===== src/rtl/pipe_ctrl.sv =====
`timescale 1ns/1ps
// pipe_ctrl: central pipeline controller for the five-stage CPU.
// Merges IF/ID stall requests, MEM exceptions and multi-cycle MDU sequencing
// into a per-stage stall vector, a flush strobe and a redirect PC.
// Optional feature macro: PIPE_CTRL_PERF_EN adds perf_stall_cnt, a free-running
// count of stalled cycles.
// Outputs are combinational from requests and registered state, so a request
// takes effect in the same cycle it is raised.
module pipe_ctrl #(
  parameter int MDU_LAT = 32
) (
  input  logic        clk,
  input  logic        rst,
  input  logic        stallreq_if,
  input  logic        stallreq_id,
  input  logic        mdu_start,
  input  logic        excp_req,
  input  logic [31:0] excp_vec,
  output logic [5:0]  stall,
  output logic        flush,
  output logic [31:0] new_pc,
  output logic        mdu_busy,
  output logic        mdu_done
`ifdef PIPE_CTRL_PERF_EN
  ,
  output logic [31:0] perf_stall_cnt
`endif
);

  typedef enum logic {RUN, MDU_WAIT} state_t;

  // Counter reload: the start cycle is itself a held cycle, so the counter
  // covers the remaining MDU_LAT-1 held cycles.
  localparam logic [7:0] LAT_M1 = 8'(MDU_LAT - 1);

  state_t     state;
  logic [7:0] cnt;
  logic       mdu_active;

  assign mdu_active = ((state == RUN) && mdu_start) ||
                      ((state == MDU_WAIT) && (cnt != 8'd0));

  // MDU sequencer; an exception aborts any operation in flight.
  always_ff @(posedge clk or posedge rst) begin
    if (rst) begin
      state <= RUN;
      cnt   <= 8'd0;
    end else if (excp_req) begin
      state <= RUN;
      cnt   <= 8'd0;
    end else if (state == RUN) begin
      if (mdu_start) begin
        state <= MDU_WAIT;
        cnt   <= LAT_M1;
      end
    end else begin
      if (cnt != 8'd0) cnt <= cnt - 8'd1;
      else             state <= RUN;
    end
  end

  // Request arbitration: exception > MDU > load-use > fetch; all quiet in reset.
  always_comb begin
    stall    = 6'b000000;
    flush    = 1'b0;
    new_pc   = 32'd0;
    mdu_busy = 1'b0;
    mdu_done = 1'b0;
    if (!rst) begin
      if (excp_req) begin
        flush  = 1'b1;
        new_pc = excp_vec;
      end else if (mdu_active) begin
        stall    = 6'b001111;
        mdu_busy = 1'b1;
      end else begin
        // Only the final MDU_WAIT cycle (cnt == 0) can reach here.
        if (state == MDU_WAIT) mdu_done = 1'b1;
        if (stallreq_id)      stall = 6'b000111;
        else if (stallreq_if) stall = 6'b000011;
      end
    end
  end

`ifdef PIPE_CTRL_PERF_EN
  // Stalled-cycle counter; wraps naturally at 2^32.
  always_ff @(posedge clk or posedge rst) begin
    if (rst)                  perf_stall_cnt <= 32'd0;
    else if (stall != 6'd0)   perf_stall_cnt <= perf_stall_cnt + 32'd1;
  end
`endif

endmodule


===== config.mk =====
export PLATFORM = sky130hd
export DESIGN_NAME = pipe_ctrl
export DESIGN_NICKNAME = d
export VERILOG_FILES = /design/src/rtl/pipe_ctrl.sv
export SDC_FILE = /design/constraint.sdc
export NUM_CORES = 1
export LEC_CHECK = 0
export BUFFER_PORTS_ARGS = -buffer_cell sky130_fd_sc_hd__buf_2
export CORE_MARGIN = 8
export CORE_UTILIZATION = 39
export DETAILED_ROUTE_END_ITERATION = 12
export PLACE_DENSITY = 0.85
export REMOVE_ABC_BUFFERS = 1
export SYNTH_ARGS = -nofsm -noshare
export SYNTH_HDL_FRONTEND = slang
export SYNTH_SLANG_ARGS = --single-unit

===== constraint.sdc =====
create_clock -name clk -period 2.85 [get_ports clk]
set_clock_uncertainty 0.1 [all_clocks]
set_input_delay 0.1425 -clock clk [delete_from_list [all_inputs] [get_ports clk]]
set_output_delay 0.1425 -clock clk [all_outputs]
set_load 0.02 [all_outputs]

==> metrics, run 1 <==
average wire per standard cell=about 15 um; crit start category=flip-flop; share of cells above drive strength 1=between 40 and 50%; most frequent cells in the layout=76 x buf_2, 32 x and2_1, 9 x dfrtp_1; fill cell count=170; Placed Cells=198; maxcap violations=0; site row count=16; hold-fix buffers at CTS=1; largest net degree at the start of global routing=34; fmax=between 400 and 500 MHz; Post-CTS Repair Setup Buffers=0; global-route wire length before repair=about 4900 um; Reg2Reg Setup Slack=between 1 and 1.5 ns; core area=about 2000 sq um; remaining antenna violation count=0; CTS sink count=9; vias per cell=4.76; Final Non-Filler Cells=203; most common cell after layout, fill and taps aside=buf_2; Nets=approximately 220; Placement Setup Slack=about 1.1 ns; clk_lat worst skew=0.27 ns; RePlAce Congestion=0.883; DR pass1 iterations=2; Lkg Pwr=slightly above 0.7 nW; Routed WL=2960 um; Gate Count Post-Synth=a little over 100; post-synth cell types=34; kind of critical path=reg2out; worst hold path cell count=2; Final Cell Area=1240 sq um; Post-synth EDFFs=0; Max Used Layer=met4; Tot GR Track Use=15.3%; Seq. cell area=between 200 and 250 sq um; status=complete, no violations; H-tree depth=1; Power Density=349 nW/um^2; n_diodes=0; number of port buffers=76; Max Root-Sink Buffers=2; post-CTS resize count=0; # IOs=79; switch share=a little under two fifths; IR drop worst, VDD=213 uV; final hold vios=0; DRC=0; initial DRC count=27; initial antenna violation count=0; R2R Path Start=cnt[0]$_DFFE_PP0P_; Req. time, crit path=2.61 ns; Int Power=roughly 0.27 mW; die height=approximately 62 um; placed inst area=1210 sq um; HPWL reported at the end of detailed placement=2500 um; CTS tree=done; Critical Path Source=cnt[0]$_DFFE_PP0P_; RR Endpoint=cnt[5]$_DFFE_PP0P_; fin util=between 60% and 70%; gr ovfl total=0; Comb pwr share=40.2%; post-synth design cell area=around 830 sq um; class of the worst hold path=in2reg; Reg clk slew, reported paths=0.06 ns; Post-synth top flop=dfrtp_1; final worst slack=roughly 0.78 ns; wire length on met1=approximately 1100 um; flops & latches, synth=9; Die W=between 60 and 70 um; total negative slack=0 ns; Starting Density=around two fifths; P&R area growth vs syn=49.5%; worst hold slack=between 0.09 and 0.1 ns; CTS buffer count=3; final worst-path cycle share=72.8%; vias in the first global route=1033; post-synthesis average cell area=roughly 8.1 sq um; Max Fanout on Critical Path=8; DR WL met2=around 1400 um; RSZ-0062 raised after global routing=no; register area share after synthesis=27.1%; Die Area=~3900 sq um; Routed met3 length=329 um; Clock Power Share=24.2%; Arr. time, crit path=approximately 1.8 ns; Final Max Tran Viols=0; sw power=between 0.15 and 0.2 mW; Synthesis Warnings=0; worst r2r path cells=5; asr flop ratio synth=100%; fin crit period=between 2 and 2.5 ns; worst hold start=excp_req; clock root buffer=clkbuf_4; vias=966; Final setup viols=0; multi-input logic area=approximately 540 sq um; Worst Hold End=cnt[6]$_DFFE_PP0P_; Pwr Total=around 0.43 mW; CP endpoint kind=primary output; Sequential Power Share=35.6%
[flip-flops by register name, indices dropped and copies added, names as in the netlist]
register	count
state	1
cnt	8
[power by group through the flow]
stage | Combinational (mW) | Sequential (mW) | Clock (mW)
floorplan | 0.111 | 0.152 | 0
global route | 0.192 | 0.158 | 0.113
finish | 0.174 | 0.154 | 0.105
global placement | 0.168 | 0.155 | 0
detailed placement | 0.174 | 0.156 | 0
CTS | 0.176 | 0.154 | 0.104
[critical path: stages (launching register included)]
cell and delay [ns]:
dfrtp_1 0.39, inv_1 0.08, ha_1 0.25, and4bb_1 0.28
o2bb2ai_2 0.22, a21oi_1 0.14, buf_2 0.19
[worst max path at each step]
stage / to / slack, ns / cells past startpoint
3_5_place_dp: mdu_done / 1.09 / 6
6_report: stall[0] / 0.78 / 6
4_1_cts: mdu_done / 0.80 / 6
3_3_place_gp: stall[0] / 1.17 / 6
2_1_floorplan: stall[0] / 0.93 / 5
5_1_grt: stall[1] / 0.66 / 6
[kinds of logic after synthesis]
family | Yosys count | synth area share [%]
XOR/XNOR | 2 | 2.11
other | 1 | 0.451
multiplexers | 2 | 2.56
AO/OA/AOI/OAI | 12 | 10.5
AND/OR/NAND/NOR | 60 | 47.0
flip-flops | 9 | 27.1
adder cells (fa/ha/maj) | 1 | 1.51
buffers and inverters | 15 | 8.73
[synth_stat cells (3+ instances only)]
cell / number / share of area [%]
nand2_1: 4 / 1.8
and2_1: 32 / 24
nor2_1: 5 / 2.3
or3_1: 3 / 2.3
buf_4: 4 / 3.6
inv_1: 6 / 2.7
dfrtp_1: 9 / 27
a21oi_1: 5 / 3.0
clkbuf_1: 4 / 1.8
[per-layer routing]
layer / GRT usage [%] / vias up
met1: 15.1 / 422
li1: - / 490
met2: 26.3 / 50
met5: 0 / -
met3: 7.35 / 4
met4: 7.00 / 0
[final cells by class]
| class | instances | share of cell area, % |
|---|---|---|
| multi-input combinational | 79 | 43.2 |
| inverter | 6 | 1.81 |
| tap | 27 | 2.72 |
| sequential | 9 | 18.1 |
| timing repair buffer | 78 | 32.0 |
| clock buffer | 4 | 2.11 |
Note: power is estimated with default switching activity, not from simulation.
==> run 2, diff against run 1 <==
Settings changed: CORE_UTILIZATION 39 to 33, PLACE_DENSITY 0.85 to 0.77.
Clock period 2.85 ns to 1.8 ns, I/O delays scaled along.
==> run 2 against run 1 <==
The run now ends with setup timing left. Combinational power grew 120%. Non-clock buffer count grew 11. Wire length grew 12%. Via count grew 9.8%. Utilization shrank 3.7 points. Register-to-register slack lost 1.2 ns. Highest routed layer unchanged.
==> metrics, run 2 (synthesized netlist as in run 1, its figures left out) <==
initial antenna violation count=0; core area=between 2000 and 2500 sq um; R2R Path Start=cnt[0]$_DFFE_PP0P_; DRC=0; most common cell after layout, fill and taps aside=buf_2; max FFs per register=8; Arr. time, crit path=about 1.7 ns; multi-input logic area=between 600 and 700 sq um; maxcap violations=0; P&R area growth vs syn=72.7%; Die W=between 60 and 70 um; fin crit period=~1.9 ns; critical path, cell by cell=nor4_4 -> o2bb2ai_4 -> a21oi_2 -> buf_4; final hold vios=0; vias=1061; most frequent cells in the layout=70 x buf_2, 32 x and2_1, 15 x buf_4; class of the worst hold path=in2reg; gr ovfl total=0; Max Root-Sink Buffers=2; Routed WL=~3300 um; RePlAce Congestion=approximately 0.85; # IOs=79; n_diodes=0; Seq. cell area=around 230 sq um; Final setup viols=6; worst hold slack=0.0303 ns; Reg clk slew, reported paths=roughly 0.07 ns; vias in the first global route=between 1000 and 1500; Starting Density=between 30% and 40%; Final Max Tran Viols=0; max incr delay on CP=0.49 ns; site row count=18; slew margin rel.=between 50% and 60%; DR pass1 iterations=4; RSZ-0062 raised after global routing=yes; CP top delay family=flip-flops; fmax=540 MHz; Reg2Reg Setup Slack=-0.01 ns; status=finished, violations left; Reg with most FFs=cnt; IR drop worst, VDD=590 uV; crit start category=flip-flop; die height=66.2 um; Placed Cells=around 200; H-tree depth=1; Critical Path Source=cnt[6]$_DFFE_PP0P_; fill cell count=207; initial DRC count=just over 80; Placement Setup Slack=between 0.1 and 0.15 ns; final worst-path cycle share=103%; worst hold start=excp_req; largest net degree at the start of global routing=34; Worst Max-Slew Pin Slew=0.599 ns; number of port buffers=76; Max Fanout on Critical Path=6; share of cells above drive strength 1=a little under three fifths; Die Area=4380 sq um; CTS sink count=9; CP endpoint kind=primary output; Largest regs=cnt: 8 flops, state: 1 flops; Power Density=554 nW/um^2; Nets=~230; Lkg Pwr=~0.78 nW; CTS buffer count=3; Worst Path Buf+Inv=1; Tot GR Track Use=13.8%; Final Non-Filler Cells=about 220; clk_lat worst skew=between 0.2 and 0.3 ns; final worst slack=-0.0525 ns; remaining antenna violation count=0; CP max stage cell=dfrtp_1; vias per cell=approximately 5; fin util=approximately three fifths; clock root buffer=clkbuf_4; global-route wire length before repair=between 4000 and 5000 um; HPWL reported at the end of detailed placement=between 2000 and 2500 um; failing checks=setup timing; kind of critical path=reg2out; CTS tree=done; average wire per standard cell=approximately 15 um; Req. time, crit path=1.61 ns
## run 2: cell types whose count changed in the layout (fill, tap and decap cells not counted), sizes merged
cell	change
buf	+11
## run 2: routing by layer
| layer | track usage, % | wire length [um] |
|---|---|---|
| met5 | 0 | 0 |
| met2 | 22.3 | 1560 |
| met3 | 10.3 | 509 |
| met4 | 3.20 | 63 |
| met1 | 13.8 | 1180 |
## run 2: power by group
group          total [mW]  internal (mW)  switching (mW)  leakage, nW
logic               0.378          0.184           0.193        0.644
clock network       0.169         0.0859          0.0836       0.0150
registers           0.247          0.220          0.0275        0.116
total               0.795          0.490           0.304        0.776
## run 2: final cells by class
type,instances,share of cell area [%]
clock buffers,4,1.83
multi-input cells,79,42.9
well taps,30,2.62
inverters,6,1.57
flip-flops and latches,9,15.8
repair buffers,89,35.3
## run 2: timing repair
action	4_1_cts	5_1_grt
hold buffers	1	0
buffers inserted	2	7
gates resized for setup	10	16
endpoints found under the hold margin	9	0
pin swaps	1	7
endpoints found under the setup margin	6	8
## run 2: path summary, 6_finish.rpt
path                                       to  depth (start not counted)
max                                  stall[0]                          4
min                           state$_DFF_PP0_                          2
max reg2reg                cnt[3]$_DFFE_PP0P_                          6
min in group asynchronous  cnt[2]$_DFFE_PP0P_                          3
max in group asynchronous     state$_DFF_PP0_                          3
min reg2reg                cnt[2]$_DFFE_PP0P_                          1
## run 2: stage by stage
stage          cell area, sq um  power, mW  setup TNS [ns]
2_1_floorplan               785      0.417          -0.174
3_3_place_gp               1220      0.528               0
3_5_place_dp               1220      0.533               0
4_1_cts                    1320      0.730               0
5_1_grt                    1440      0.848          -0.628
6_report                   1440      0.795          -0.159
## run 2: worst register-to-register path, cell delays in order (launching register included)
cell and delay [ns]:
dfrtp_1 0.39, buf_4 0.13, buf_4 0.12, or3_4 0.39, buf_4 0.15, xnor2_1 0.11, a221oi_1 0.30
